### config.mk
export PLATFORM = sky130hd
export DESIGN_NAME = reg_enable_sequencer
export DESIGN_NICKNAME = d
export VERILOG_FILES = /design/src/rtl/reg_enable_sequencer.sv
export SDC_FILE = /design/constraint.sdc
export NUM_CORES = 1
export LEC_CHECK = 0
export ABC_AREA = 0
export BUFFER_PORTS_ARGS = -buffer_cell sky130_fd_sc_hd__buf_4
export CORE_MARGIN = 1
export CORE_UTILIZATION = 46
export DETAILED_ROUTE_END_ITERATION = 7
export GPL_TIMING_DRIVEN = 0
export PLACE_DENSITY = 0.85
export SYNTH_ARGS = -nofsm -noshare
export SYNTH_HDL_FRONTEND = slang
export SYNTH_SLANG_ARGS = --single-unit
### constraint.sdc
create_clock -name clk -period 2.5 [get_ports clk]
set_input_delay 0.125 -clock clk [delete_from_list [all_inputs] [get_ports clk]]
set_output_delay 0.125 -clock clk [all_outputs]
set_load 0.05 [all_outputs]
### src/rtl/reg_enable_sequencer.sv
// -----------------------------------------------------------------------------
// reg_enable_sequencer
//
// Converts a 5-bit register index into a one-hot 32-bit register-file enable.
// It runs a burst of consecutive indices, ascending or descending with modulo
// wrap, for block load/store and context save/restore. One enable is issued
// per accepted beat. The output index is the exact inverse of the datapath's
// 32-to-5 priority encoder.
//
// Handshake: the beat in dout/cur_idx is live while dout_valid = 1 and stays
// stable until an edge where ready = 1, which accepts it. start is sampled
// only in IDLE and is dropped, not queued, while a burst runs.
//
// Ports:
//   clk         rising-edge clock
//   clr_n       asynchronous active-low reset
//   start       request a burst (sampled only in IDLE)
//   start_idx   first register index of the burst
//   count       burst length minus one
//   dir         0 = ascending, 1 = descending (latched at start)
//   ready       consumer accepts the current beat
//   skip_mask   (only with REG_SKIP_MASK_EN) indices skipped without a beat
//   dout        one-hot enable, all zero when no beat is live
//   dout_valid  dout holds a live beat
//   cur_idx     index of the current (or last) beat
//   busy        burst in progress
//   done        one-cycle pulse after the final beat is accepted
//   dbg_state   FSM state for observation (0 = IDLE, 1 = RUN)
//
// Optional feature macro: REG_SKIP_MASK_EN
//   Defined   : adds skip_mask. A masked index shows no beat and advances
//               without waiting for ready.
//   Undefined : every index in the burst produces a beat.
//
// N_OUT must equal 2**IDX_W.
// -----------------------------------------------------------------------------
module reg_enable_sequencer #(
   parameter int N_OUT = 32,
   parameter int IDX_W = 5
) (
   input  logic             clk,
   input  logic             clr_n,
   input  logic             start,
   input  logic [IDX_W-1:0] start_idx,
   input  logic [IDX_W-1:0] count,
   input  logic             dir,
   input  logic             ready,
`ifdef REG_SKIP_MASK_EN
   input  logic [N_OUT-1:0] skip_mask,
`endif
   output logic [N_OUT-1:0] dout,
   output logic             dout_valid,
   output logic [IDX_W-1:0] cur_idx,
   output logic             busy,
   output logic             done,
   output logic             dbg_state
);

   typedef enum logic {
      IDLE = 1'b0,
      RUN  = 1'b1
   } state_t;

   state_t           state_q, state_d;
   logic [IDX_W-1:0] idx_q,   idx_d;
   logic [IDX_W-1:0] rem_q,   rem_d;
   logic             dir_q,   dir_d;
   logic             done_q,  done_d;
   logic [N_OUT-1:0] dout_q,  dout_d;

   logic             skip_hit;
   logic             advance;

`ifdef REG_SKIP_MASK_EN
   // The mask is a quasi-static configuration input. It is applied to the
   // current index in the same cycle, so this is the only input-to-output path.
   assign skip_hit = (state_q == RUN) && skip_mask[idx_q];
`else
   assign skip_hit = 1'b0;
`endif

   // A masked beat advances without waiting for the consumer.
   assign advance = ready | skip_hit;

   always_ff @(posedge clk or negedge clr_n) begin
      if (!clr_n) begin
         state_q <= IDLE;
         idx_q   <= '0;
         rem_q   <= '0;
         dir_q   <= 1'b0;
         done_q  <= 1'b0;
         dout_q  <= '0;
      end else begin
         state_q <= state_d;
         idx_q   <= idx_d;
         rem_q   <= rem_d;
         dir_q   <= dir_d;
         done_q  <= done_d;
         dout_q  <= dout_d;
      end
   end

   always_comb begin
      state_d = state_q;
      idx_d   = idx_q;
      rem_d   = rem_q;
      dir_d   = dir_q;
      done_d  = 1'b0;

      unique case (state_q)
         IDLE: begin
            if (start) begin
               idx_d   = start_idx;
               rem_d   = count;
               dir_d   = dir;
               state_d = RUN;
            end
         end
         RUN: begin
            if (advance) begin
               if (rem_q == '0) begin
                  // cur_idx keeps the last index after completion.
                  state_d = IDLE;
                  done_d  = 1'b1;
               end else begin
                  // IDX_W-bit arithmetic gives the 31 -> 0 and 0 -> 31 wrap.
                  idx_d = dir_q ? (idx_q - IDX_W'(1)) : (idx_q + IDX_W'(1));
                  rem_d = rem_q - IDX_W'(1);
               end
            end
         end
         default: state_d = IDLE;
      endcase

      // The one-hot enable is decoded ahead of the edge, so dout is a
      // register output and not a decode of the index register.
      dout_d = (state_d == RUN) ? (N_OUT'(1) << idx_d) : '0;
   end

   assign busy       = (state_q == RUN);
   assign dout_valid = busy & ~skip_hit;
   assign dout       = skip_hit ? '0 : dout_q;
   assign cur_idx    = idx_q;
   assign done       = done_q;
   assign dbg_state  = state_q;

endmodule

# ---- Yosys cells after proc, flatten, opt, wreduce, memory -nomap -nowiden
# Index checks and enable logic that the tools add are counted.
dict set report totals {
  mem_count 0
  ram_bits 0
  inputBits 15
  romBits 0
  latch_bits 0
  word_cells 34
  output_inout_bits 41
  ff_bits 45
}
dict set report op_classes {
  bitwise 1
  n_div 0
  mux 17
  n_mul 0
  n_eq_ne 3
  n_addsub 3
  order_cmp 0
  n_reduce_logical 3
  shift 1
}
# op count
set op_table {}
lappend op_table {{2-to-1 mux 5 bit} 7}
lappend op_table {{2-to-1 mux 32 bit} 1}
lappend op_table {{<< shifter 1 x 5 -> 32 bit, first input constant} 1}
lappend op_table {{one-hot mux 5 bit (2 select lines)} 2}
lappend op_table {{subtractor 5 x 1 -> 5 bit, second input constant} 2}
lappend op_table {{2-to-1 mux 1 bit} 6}
lappend op_table {{!= test 2 bit, second input constant} 3}
lappend op_table {{adder 5 x 1 -> 5 bit, second input constant} 1}
lappend op_table {{zero test 5 bit} 1}
lappend op_table {{AND reduction 3 bit} 1}
lappend op_table {{one-hot mux 1 bit (2 select lines)} 1}
lappend op_table {{AND reduction 2 bit} 1}
lappend op_table {{NOT 1 bit} 1}

# ---- Longest topological paths before layout
# Gate-level depths: netlist of run 1.
dict set report logic_depth {
  ltp_word 7
  mapped_depth 10
}

# ---- Least setup slack after synthesis of run 1
# Ideal clock, no wire load.
dict set report synth_path {
  kind {register -> register}
  startpoint {register idx_q[0] (netlist: cur_idx[0])}
  endpoint {register dout_q[24] (netlist: dout[24])}
  setup_ns 0.082
  n_path_buf 2
  t_arrival_ns 2.573
  required_time_ns 2.418
  slack_ns -0.155
  period_less_slack_ns 2.655
  path_stages_with_launch 11
  path_cell_list {dfrtp_1 -> inv_1 -> fa_1 -> nand2b_1 -> a21oi_1 -> xnor2_1 -> a21oi_1 -> or3_1 -> buf_2 -> buf_6 -> nor3_2}
}
dict set report synth_via {
  elab_chain_cells 7
}
# element line
set synth_rtl {}
lappend synth_rtl {{from (decl)} 65} ;# logic [IDX_W-1:0] idx_q, idx_d;
lappend synth_rtl {{from (signal assigned)} 95} ;# idx_q <= idx_d;
lappend synth_rtl {{adder 5 x 1 -> 5 bit or subtractor 5 x 1 -> 5 bit (tied branches)} 127} ;# idx_d = dir_q ? (idx_q - IDX_W'(1)) : (idx_q + IDX_W'(1));
lappend synth_rtl {{2-to-1 mux 5 bit} 127}
lappend synth_rtl {{2-to-1 mux 5 bit} 121} ;# if (rem_q == '0) begin
lappend synth_rtl {{2-to-1 mux 5 bit} 120} ;# if (advance) begin
lappend synth_rtl {{one-hot mux 5 bit (2 select lines) (*)} 110} ;# unique case (state_q)
lappend synth_rtl {{<< shifter 1 x 5 -> 32 bit (*)} 137} ;# dout_d = (state_d == RUN) ? (N_OUT'(1) << idx_d) : '0;
lappend synth_rtl {{2-to-1 mux 32 bit (*)} 137}
lappend synth_rtl {{via dout_d[24]} 69} ;# logic [N_OUT-1:0] dout_q, dout_d;
lappend synth_rtl {{to (signal assigned)} 99} ;# dout_q <= dout_d;
lappend synth_rtl {{to (decl)} 69}
# Mark *: on every way through the listed nets, which the timed path passes. The rest lies on a longest branch.
# A chain may end at the register's enable or synchronous reset.

# ---- Worst setup path in the final report of run 1
dict set report layout_path {
  startpoint {register rem_q[1]}
  endpoint {register dout_q[14] (netlist: dout[14])}
}
dict set report layout_via {
  elab_chain_cells 6
}
# element line
set layout_rtl {}
lappend layout_rtl {{from (decl)} 66} ;# logic [IDX_W-1:0] rem_q, rem_d;
lappend layout_rtl {{from (signal assigned)} 96} ;# rem_q <= rem_d;
lappend layout_rtl {{zero test 5 bit (*)} 121}
lappend layout_rtl {{2-to-1 mux 5 bit} 121}
lappend layout_rtl {{2-to-1 mux 5 bit} 120}
lappend layout_rtl {{one-hot mux 5 bit (2 select lines)} 110}
lappend layout_rtl {{<< shifter 1 x 5 -> 32 bit} 137}
lappend layout_rtl {{2-to-1 mux 32 bit (*)} 137}
lappend layout_rtl {{via dout_d[14]} 69}
# Marked as above.

==> metrics.txt, run 1 <==
outcome=finished, final reports clean; Final Hold Fails=0; Max Root-Sink Buffers=2; Starting Density=48.8%; reg2reg setup slack=0.04 ns; Critical Path Sink=dout[14]; total track usage=22.6%; die width=67.6 µm; final setup margin=0.0431 ns; Setup Skew=0.00427 ns; Skew-Pair Late Insertion Delay=0.30 ns; Max-slew headroom=62.6%; Max Used Layer=met4; H-tree depth=2; top cell type's share of synthesized area=56.9%; top post-synthesis cells by area=dfrtp_1, nor3_1, nor3_2; startpoint types=register; IO Count=56; layout cells sized above 1=45.9%; global route overflow=0; vias in the first global route=1,578; Crit path required time=2.72 ns; Yosys top cell by area=dfrtp_1; DR WL/cell=16.0 µm; Metal-1 WL=2.03 mm; Pins Over Slew Limit=0; crit path from=rem_q[1]; die height=67.6 µm; core area=0.00406 mm²; Routed met3 length=291 µm; CP max FO=6; minimum clock period=2.46 ns; critical path class=register to register; row cnt=23; Cell variety after synth=37; initial antenna violation count=0; Synth-to-Final Area Change=43.5%; first-pass GRT wire length=7.47 mm; max cap viols=0; Layout Nets=279; crit share post-route=98.3%; Num CTS Buffers=5; DR vias=1,715; reg2reg end=dout[14]; Worst Path Buf+Inv=3; vias per cell=5.55; TritonCTS Sinks=45; post-synthesis sequential area ratio=56.9%; syn_area_per_cell=11.1 µm²; Post-Synthesis Cells=179; area of the mapped netlist=0.00198 mm²; critical path's top delay family=simple AND/OR/NAND/NOR gates; Worst-Margin Slew=0.562 ns; CP most frequent cell=buf_4; Antenna diodes=0; Die ar.=0.00457 mm²; Yosys reg bits=45; Reg2Reg Launch Point=rem_q[1]; largest net degree at the start of global routing=46; slowest stage delay, CP=0.47 ns; Final setup viols=0; TritonRoute pass-1 iters=4; TritonCTS clock tree=built; syn nets=200; Synth Flop Type=dfrtp_1; fraction of registers with async set/reset=100%; Peak Freq=0.407 GHz; DP HPWL=3.08 mm; Worst-path clk slew=0.08 ns; DRC viols=0; CP arrival=2.67 ns; worst r2r path cells=9; Crit path depth=9; dpl ws=-0.231 ns; Critical Path End Type=register; Slowest cell on crit path=or4b_4; crit path cell chain=inv_2 -> ha_4 -> or4b_4 -> buf_4 -> nand4_1 -> o221ai_2 -> buf_4 -> or3_1 -> nor3_1; clock root buffer=clkbuf_8; number of synthesis warnings=0; Iter 0 DRT Violations=156; IO buf count=55; DRT antenna net count=0; GP Congestion=0.807; Post-synth EDFFs=0; met2 WL=2.48 mm; Tightest Hold Check Type=input pin to register; Min Hold Slack=0.0549 ns; Total Wirelength=4.94 mm; fillers=269
worst reg2reg max path, stage by stage, from the launching register on:
cell      delay [ns]
dfrtp_1         0.42
inv_2           0.10
ha_4            0.13
or4b_4          0.47
buf_4           0.17
nand4_1         0.11
o221ai_2        0.16
buf_4           0.17
or3_1           0.47
nor3_1          0.18
how the worst min path moves through the flow:
stage | startpoint | to | cells past startpoint
after CTS | dir | dir_q | 2
after global placement | clr_n | rem_q[3] | 1
after floorplan | clr_n | busy | 0
after detailed placement | clr_n | rem_q[3] | 1
after global routing | dir | dir_q | 2
final | dir | dir_q | 2
flip-flops by register name (all words and copies together) (netlist names):
name,flops
busy,1
dir_q,1
dout,32
cur_idx,5
done,1
rem_q,5
kinds of logic (layout without fill, tap and decap cells):
kind of cell,count (synthesis),after routing,share of synthesized area [%]
AO/OA/AOI/OAI,25,25,8.22
XOR/XNOR,6,6,2.65
flip-flops,45,45,56.9
multiplexers,2,2,1.07
AND/OR/NAND/NOR,75,75,21.9
adder cells (fa/ha/maj),6,6,4.17
buffers and inverters,20,100,5.12
stage by stage:
| step | util (%) | instances | setup TNS, ns | cell area (µm²) |
|---|---|---|---|---|
| floorplan | - | 179 | 0 | 1980 |
| global route | 70.0 | 309 | -0.100 | 2840 |
| finish | 70.0 | 309 | 0 | 2840 |
| CTS | 65.5 | 297 | 0 | 2660 |
| detailed placement | 60.6 | 284 | -2.51 | 2460 |
| global placement | 60.6 | 284 | -1.58 | 2460 |
cell type report:
cell class / count / area [µm²] / area share, %
plain buffers: 10 / 77.6 / 2.73
clock buffers: 6 / 72.6 / 2.56
clock inverters: 2 / 38.8 / 1.37
inverters: 9 / 33.8 / 1.19
multi-input cells: 114 / 858 / 30.2
flip-flops and latches: 45 / 1130 / 39.7
well taps: 50 / 62.6 / 2.20
repair buffers: 73 / 568 / 20.0
layout by cell type (no fill, tap or decap), drive strengths merged, types with 3 or more instances in the layout:
master  count
inv         9
nand3       5
o21ai       5
nor3       29
clkbuf     11
buf        77
xnor2       4
or3         5
ha          5
a211oi      4
nor2       14
dfrtp      45
a21oi       8
nand2b      4
nand2       7
o221ai      3
timing repair:
action / CTS / global route
gates cloned: 0 / 1
hold endpoints to repair: 45 / 0
setup buffers: 4 / 12
pin swaps: 0 / 5
hold buffers: 1 / 0
setup endpoints to repair: 29 / 29
gates resized for setup: 11 / 20
synth_stat cells, types with 2 or more instances:
library cell and instances:
nand2b_1 4, buf_2 3, clkbuf_1 3, nor4b_1 2, buf_6 2, dfrtp_1 45
o221ai_1 3, xor2_1 2, o21ai_0 4, or3_1 5, inv_1 9, xnor2_1 4
a211oi_1 4, a21oi_1 8, buf_4 2, o21a_1 2, nor3_2 8, nor2_1 14
nand3_1 5, ha_1 5, nand2_1 7, or2_2 2, nor2b_1 2, nor3_1 21
routing by layer:
layer	GRT usage, %	up-vias
li1	-	777
met1	29.1	835
met2	35.1	84
met3	5.74	19
met4	10.9	0
met5	0	-
Power of run 1 is not shown: default switching activity piles up to over one toggle a cycle in this logic, so the estimate is an artifact.
==> run 2, diff against run 1 <==
CORE_UTILIZATION = 48   (was 46)
CTS_BUF_LIST = sky130_fd_sc_hd__clkbuf_4 sky130_fd_sc_hd__clkbuf_8   (was unset)
PLACE_DENSITY = 0.87   (was 0.85)
TNS_END_PERCENT = 30   (was unset)
==> run 2 against run 1 <==
Hold slack hardly changed; highest routed layer unchanged; global-route usage decreased by 1.0 points; core utilization increased by 3.5 points; clock skew shrank 0.00067 ns; cell count fell by 1.6%; worst setup slack improved by 0.0023 ns; sequential cell count unchanged.
==> metrics.txt, run 2 (same netlist as run 1, synthesis figures left out) <==
CP arrival=2.67 ns; critical path's top delay family=simple AND/OR/NAND/NOR gates; TritonCTS Sinks=45; most frequent cells in the layout=buf_4, dfrtp_1, nor3_1; vias per cell=5.44; Slowest cell on crit path=or4b_4; placed cell areas=0.00245 mm²; TritonCTS clock tree=built; global route overflow=0; slowest stage delay, CP=0.46 ns; vias in the first global route=1,491; layout cells sized above 1=45.7%; Max-slew headroom=63.3%; IO buf count=55; Max Root-Sink Buffers=2; TritonRoute pass-1 iters=4; minimum clock period=2.45 ns; Worst Path Buf+Inv=3; placed cells=282; Layout Nets=276; DR vias=1,655; crit share post-route=98.2%; largest net degree at the start of global routing=46; CP max FO=10; initial antenna violation count=0; Final setup viols=0; Total Wirelength=4.83 mm; Final Hold Fails=0; first-pass GRT wire length=6.92 mm; outcome=finished, final reports clean; Critical Path End Type=register; Iter 0 DRT Violations=111; Worst-path clk slew=0.08 ns; row cnt=22; Synth-to-Final Area Change=41.0%; Antenna diodes=0; DR WL/cell=15.9 µm; number of flip-flops in the largest register=32; total track usage=21.6%; Starting Density=52.1%; GP Congestion=0.816; startpoint types=register; clock root buffer=clkbuf_8; Setup Skew=0.00361 ns; fillers=247; most common cell after layout, fill and taps aside=buf_4; Skew-Pair Late Insertion Delay=0.29 ns; Num CTS Buffers=5; DRC viols=0; DRT antenna net count=0; die width=66.2 µm; critical path class=register to register; IO Count=56; Worst-Margin Slew=0.550 ns; Peak Freq=0.407 GHz; DP HPWL=2.96 mm; Post-Layout Cell Count=304; Crit path required time=2.72 ns; core area=0.00380 mm²; max cap viols=0; design area=0.00279 mm²; H-tree depth=2; Pins Over Slew Limit=0; die height=66.2 µm; Tightest Hold Check Type=input pin to register; Die ar.=0.00438 mm²; crit path cell chain=inv_2 -> ha_2 -> or4b_4 -> and2_4 -> buf_6 -> and4_4 -> or3_4 -> buf_12 -> nor3_4
==> run 2: cell count changes in the layout (fill, tap and decap cells not counted), sizes merged <==
cell and delta:
clkbuf -1, buf -2
==> run 2: metrics by stage <==
step | hold slack (ns) | util, % | setup WS [ns] | setup TNS, ns
5_1_grt | 0.0578 | 73.5 | -0.0338 | -0.0974
3_3_place_gp | 0.145 | 64.6 | -0.155 | -2.05
3_5_place_dp | 0.150 | 64.6 | -0.212 | -3.14
4_1_cts | 0.0643 | 70.1 | 0.00117 | 0
2_1_floorplan | -0.171 | - | 0.00196 | 0
6_report | 0.0548 | 73.5 | 0.0454 | 0
==> run 2: cell type report <==
cell class	count	area [µm²]	share of cell area (%)
Timing Repair Buffer	70	528	18.9
Buffer	10	73.8	2.64
Multi-Input combinational cell	114	852	30.5
Inverter	9	33.8	1.21
Clock buffer	6	76.3	2.73
Tap cell	48	60.1	2.15
Sequential cell	45	1130	40.4
Clock inverter	2	38.8	1.39
==> run 2: repair_timing <==
item	4_1_cts	5_1_grt
endpoints found under the setup margin	29	29
resized for setup	13	16
hold buffers	1	0
pin swaps	2	7
endpoints found under the hold margin	45	0
setup buffers	4	10
==> run 2: path summary, 6_finish.rpt <==
check | from | endpoint | slack [ns] | cells after the start
min in group asynchronous | clr_n | done | 0.35 | 2
worst max register to register | rem_q[0] | dout[26] | 0.05 | 9
worst min-delay path | dir | dir_q | 0.05 | 2
worst max-delay path | rem_q[0] | dout[26] | 0.05 | 9
worst min register to register | rem_q[4] | rem_q[4] | 0.58 | 1
max in group asynchronous | clr_n | cur_idx[0] | 1.73 | 2
==> run 2: per-layer routing <==
layer	vias up	share of wire [%]	wire length [µm]	GRT usage [%]
met5	-	0	0	0
met4	0	2.8	133	9.04
met3	16	4.7	226	5.00
li1	773	-	-	-
met1	805	41	1990	28.0
met2	61	51	2480	34.6
Power of run 2 is left out for the same reason.
==> run 3, diff against run 2 <==
ABC_AREA = 1   (was 0)
CORE_UTILIZATION = 50   (was 48)
PLACE_DENSITY = 0.88   (was 0.87)
RECOVER_POWER = 50   (was unset)
==> run 3 against run 2 <==
Core utilization fell by 9.6 points; hold slack got worse by 0.016 ns; worst setup slack improved by 0.35 ns; global-route usage rose by 0.40 points; cell count rose by 14%; register-to-register slack improved by 0.35 ns.
==> metrics.txt, run 3 <==
core area=0.00438 mm²; Post-Synthesis Cells=233; TritonCTS Sinks=45; number of flip-flops in the largest register=32; Slowest cell on crit path=fa_1; crit share post-route=84.0%; unrepaired setup endpoints after global routing=no; post-synthesis sequential area ratio=49.3%; CP arrival=2.33 ns; number of synthesis warnings=0; Post-synth EDFFs=0; max cap viols=0; Num CTS Buffers=5; layout cells sized above 1=30.1%; Skew-Pair Late Insertion Delay=0.30 ns; GP Congestion=0.868; crit path cell chain=inv_1 -> fa_1 -> inv_1 -> nand2_1 -> nand2_1 -> nand3_1 -> nand3_1 -> nand2_1 -> nor2_1 -> nand2_1 -> nor2_1; largest net degree at the start of global routing=46; Pins Over Slew Limit=0; Worst-path clk slew=0.09 ns; syn_area_per_cell=9.80 µm²; CP max FO=6; IO buf count=54; Critical Path End Type=register; Synth Flop Type=dfrtp_1; clock root buffer=clkbuf_8; critical path's top delay family=simple AND/OR/NAND/NOR gates; Synth-to-Final Area Change=22.7%; Worst Path Buf+Inv=2; Min Hold Slack=0.0390 ns; Starting Density=52.1%; Max Root-Sink Buffers=2; Cell variety after synth=34; Final setup viols=0; Max-slew headroom=26.7%; CTS Hold Bufs=1; DP HPWL=3.67 mm; dpl ws=0.434 ns; slowest stage delay, CP=0.47 ns; PostCTS Resize Cnt=0; most frequent cells in the layout=dfrtp_1, buf_4, nand2_1; DR vias=1,813; critical path class=register to register; Iter 0 DRT Violations=94; Setup Skew=0.00431 ns; Worst-Margin Slew=1.10 ns; area of the mapped netlist=0.00228 mm²; Final Hold Fails=0; startpoint types=register; Crit path required time=2.73 ns; IO Count=56; vias in the first global route=1,789; top cell type's share of synthesized area=49.3%; fraction of registers with async set/reset=100%; row cnt=24; CP most frequent cell=nand2_1; die width=69.6 µm; Layout Nets=316; count leader, synth=dfrtp_1; top post-synthesis cells by area=dfrtp_1, nand2_1, nor2_1; Final TNS setup=0 ns; Post-CTS Setup Inserts=0; Synth top cells by count=dfrtp_1, nand2_1, nor2_1, inv_1, nand3_1; Die ar.=0.00484 mm²; Yosys reg bits=45; TritonRoute pass-1 iters=4; Yosys top cell by area=dfrtp_1; Peak Freq=0.476 GHz; H-tree depth=2; DR WL/cell=14.3 µm; final setup margin=0.399 ns; most common cell after layout, fill and taps aside=dfrtp_1; global route overflow=0; outcome=finished, final reports clean; initial antenna violation count=0; Total Wirelength=4.99 mm; DRT antenna net count=0; syn nets=254; Tightest Hold Check Type=input pin to register; minimum clock period=2.10 ns; vias per cell=5.21; TritonCTS clock tree=built; total track usage=22.0%; first-pass GRT wire length=8.30 mm; die height=69.6 µm; Antenna diodes=0; DRC viols=0
[run 3: cell type report]
class / count / area, µm²
Buffer: 8 / 81.3
Clock buffer: 6 / 76.3
Clock inverter: 2 / 38.8
Fill cell: 380 / 1580
Inverter: 24 / 100
Multi-Input combinational cell: 156 / 976
Sequential cell: 45 / 1130
Tap cell: 52 / 65.1
Timing Repair Buffer: 55 / 338
[run 3: final timing paths]
kind | start | to | slack [ns] | cells past startpoint
min in group asynchronous | clr_n | dout[1] | 0.57 | 2
worst min register to register | rem_q[4] | rem_q[4] | 0.57 | 2
worst max-delay path | cur_idx[0] | dout[12] | 0.40 | 11
worst min-delay path | dir | dir_q | 0.04 | 3
worst max register to register | cur_idx[0] | dout[12] | 0.40 | 11
max in group asynchronous | clr_n | rem_q[2] | 1.27 | 2
[run 3: logic make-up (layout without fill, tap and decap cells)]
group / after synthesis / count (layout) / synth area share [%]
AO/OA/AOI/OAI: 18 / 18 / 5.04
XOR/XNOR: 2 / 2 / 0.767
adder cells (fa/ha/maj): 6 / 6 / 3.62
buffers and inverters: 32 / 95 / 7.95
flip-flops: 45 / 45 / 49.3
AND/OR/NAND/NOR: 130 / 130 / 33.3
[run 3: worst reg2reg max path, stage by stage (launching register included)]
cell and delay [ns]:
dfrtp_1 0.43, inv_1 0.12, fa_1 0.47, inv_1 0.11
nand2_1 0.07, nand2_1 0.06, nand3_1 0.07, nand3_1 0.09
nand2_1 0.17, nor2_1 0.21, nand2_1 0.11, nor2_1 0.12
[run 3: routing by layer]
metal,share of wire (%),track usage (%),vias up
met4,1.9,9.07,0
met3,4.3,4.51,9
met5,0,0,-
li1,-,-,864
met1,43,27.8,887
met2,50,36.7,53
[run 3: per-stage QoR]
| step | area, µm² | std cells | utilization (%) |
|---|---|---|---|
| final | 2800 | 348 | 63.9 |
| after global routing | 2800 | 348 | 63.9 |
| after CTS | 2880 | 348 | 65.7 |
| after detailed placement | 2750 | 339 | 62.8 |
| after global placement | 2750 | 339 | 62.8 |
| after floorplan | 2280 | 233 | - |
Power of run 3 is left out for the same reason.
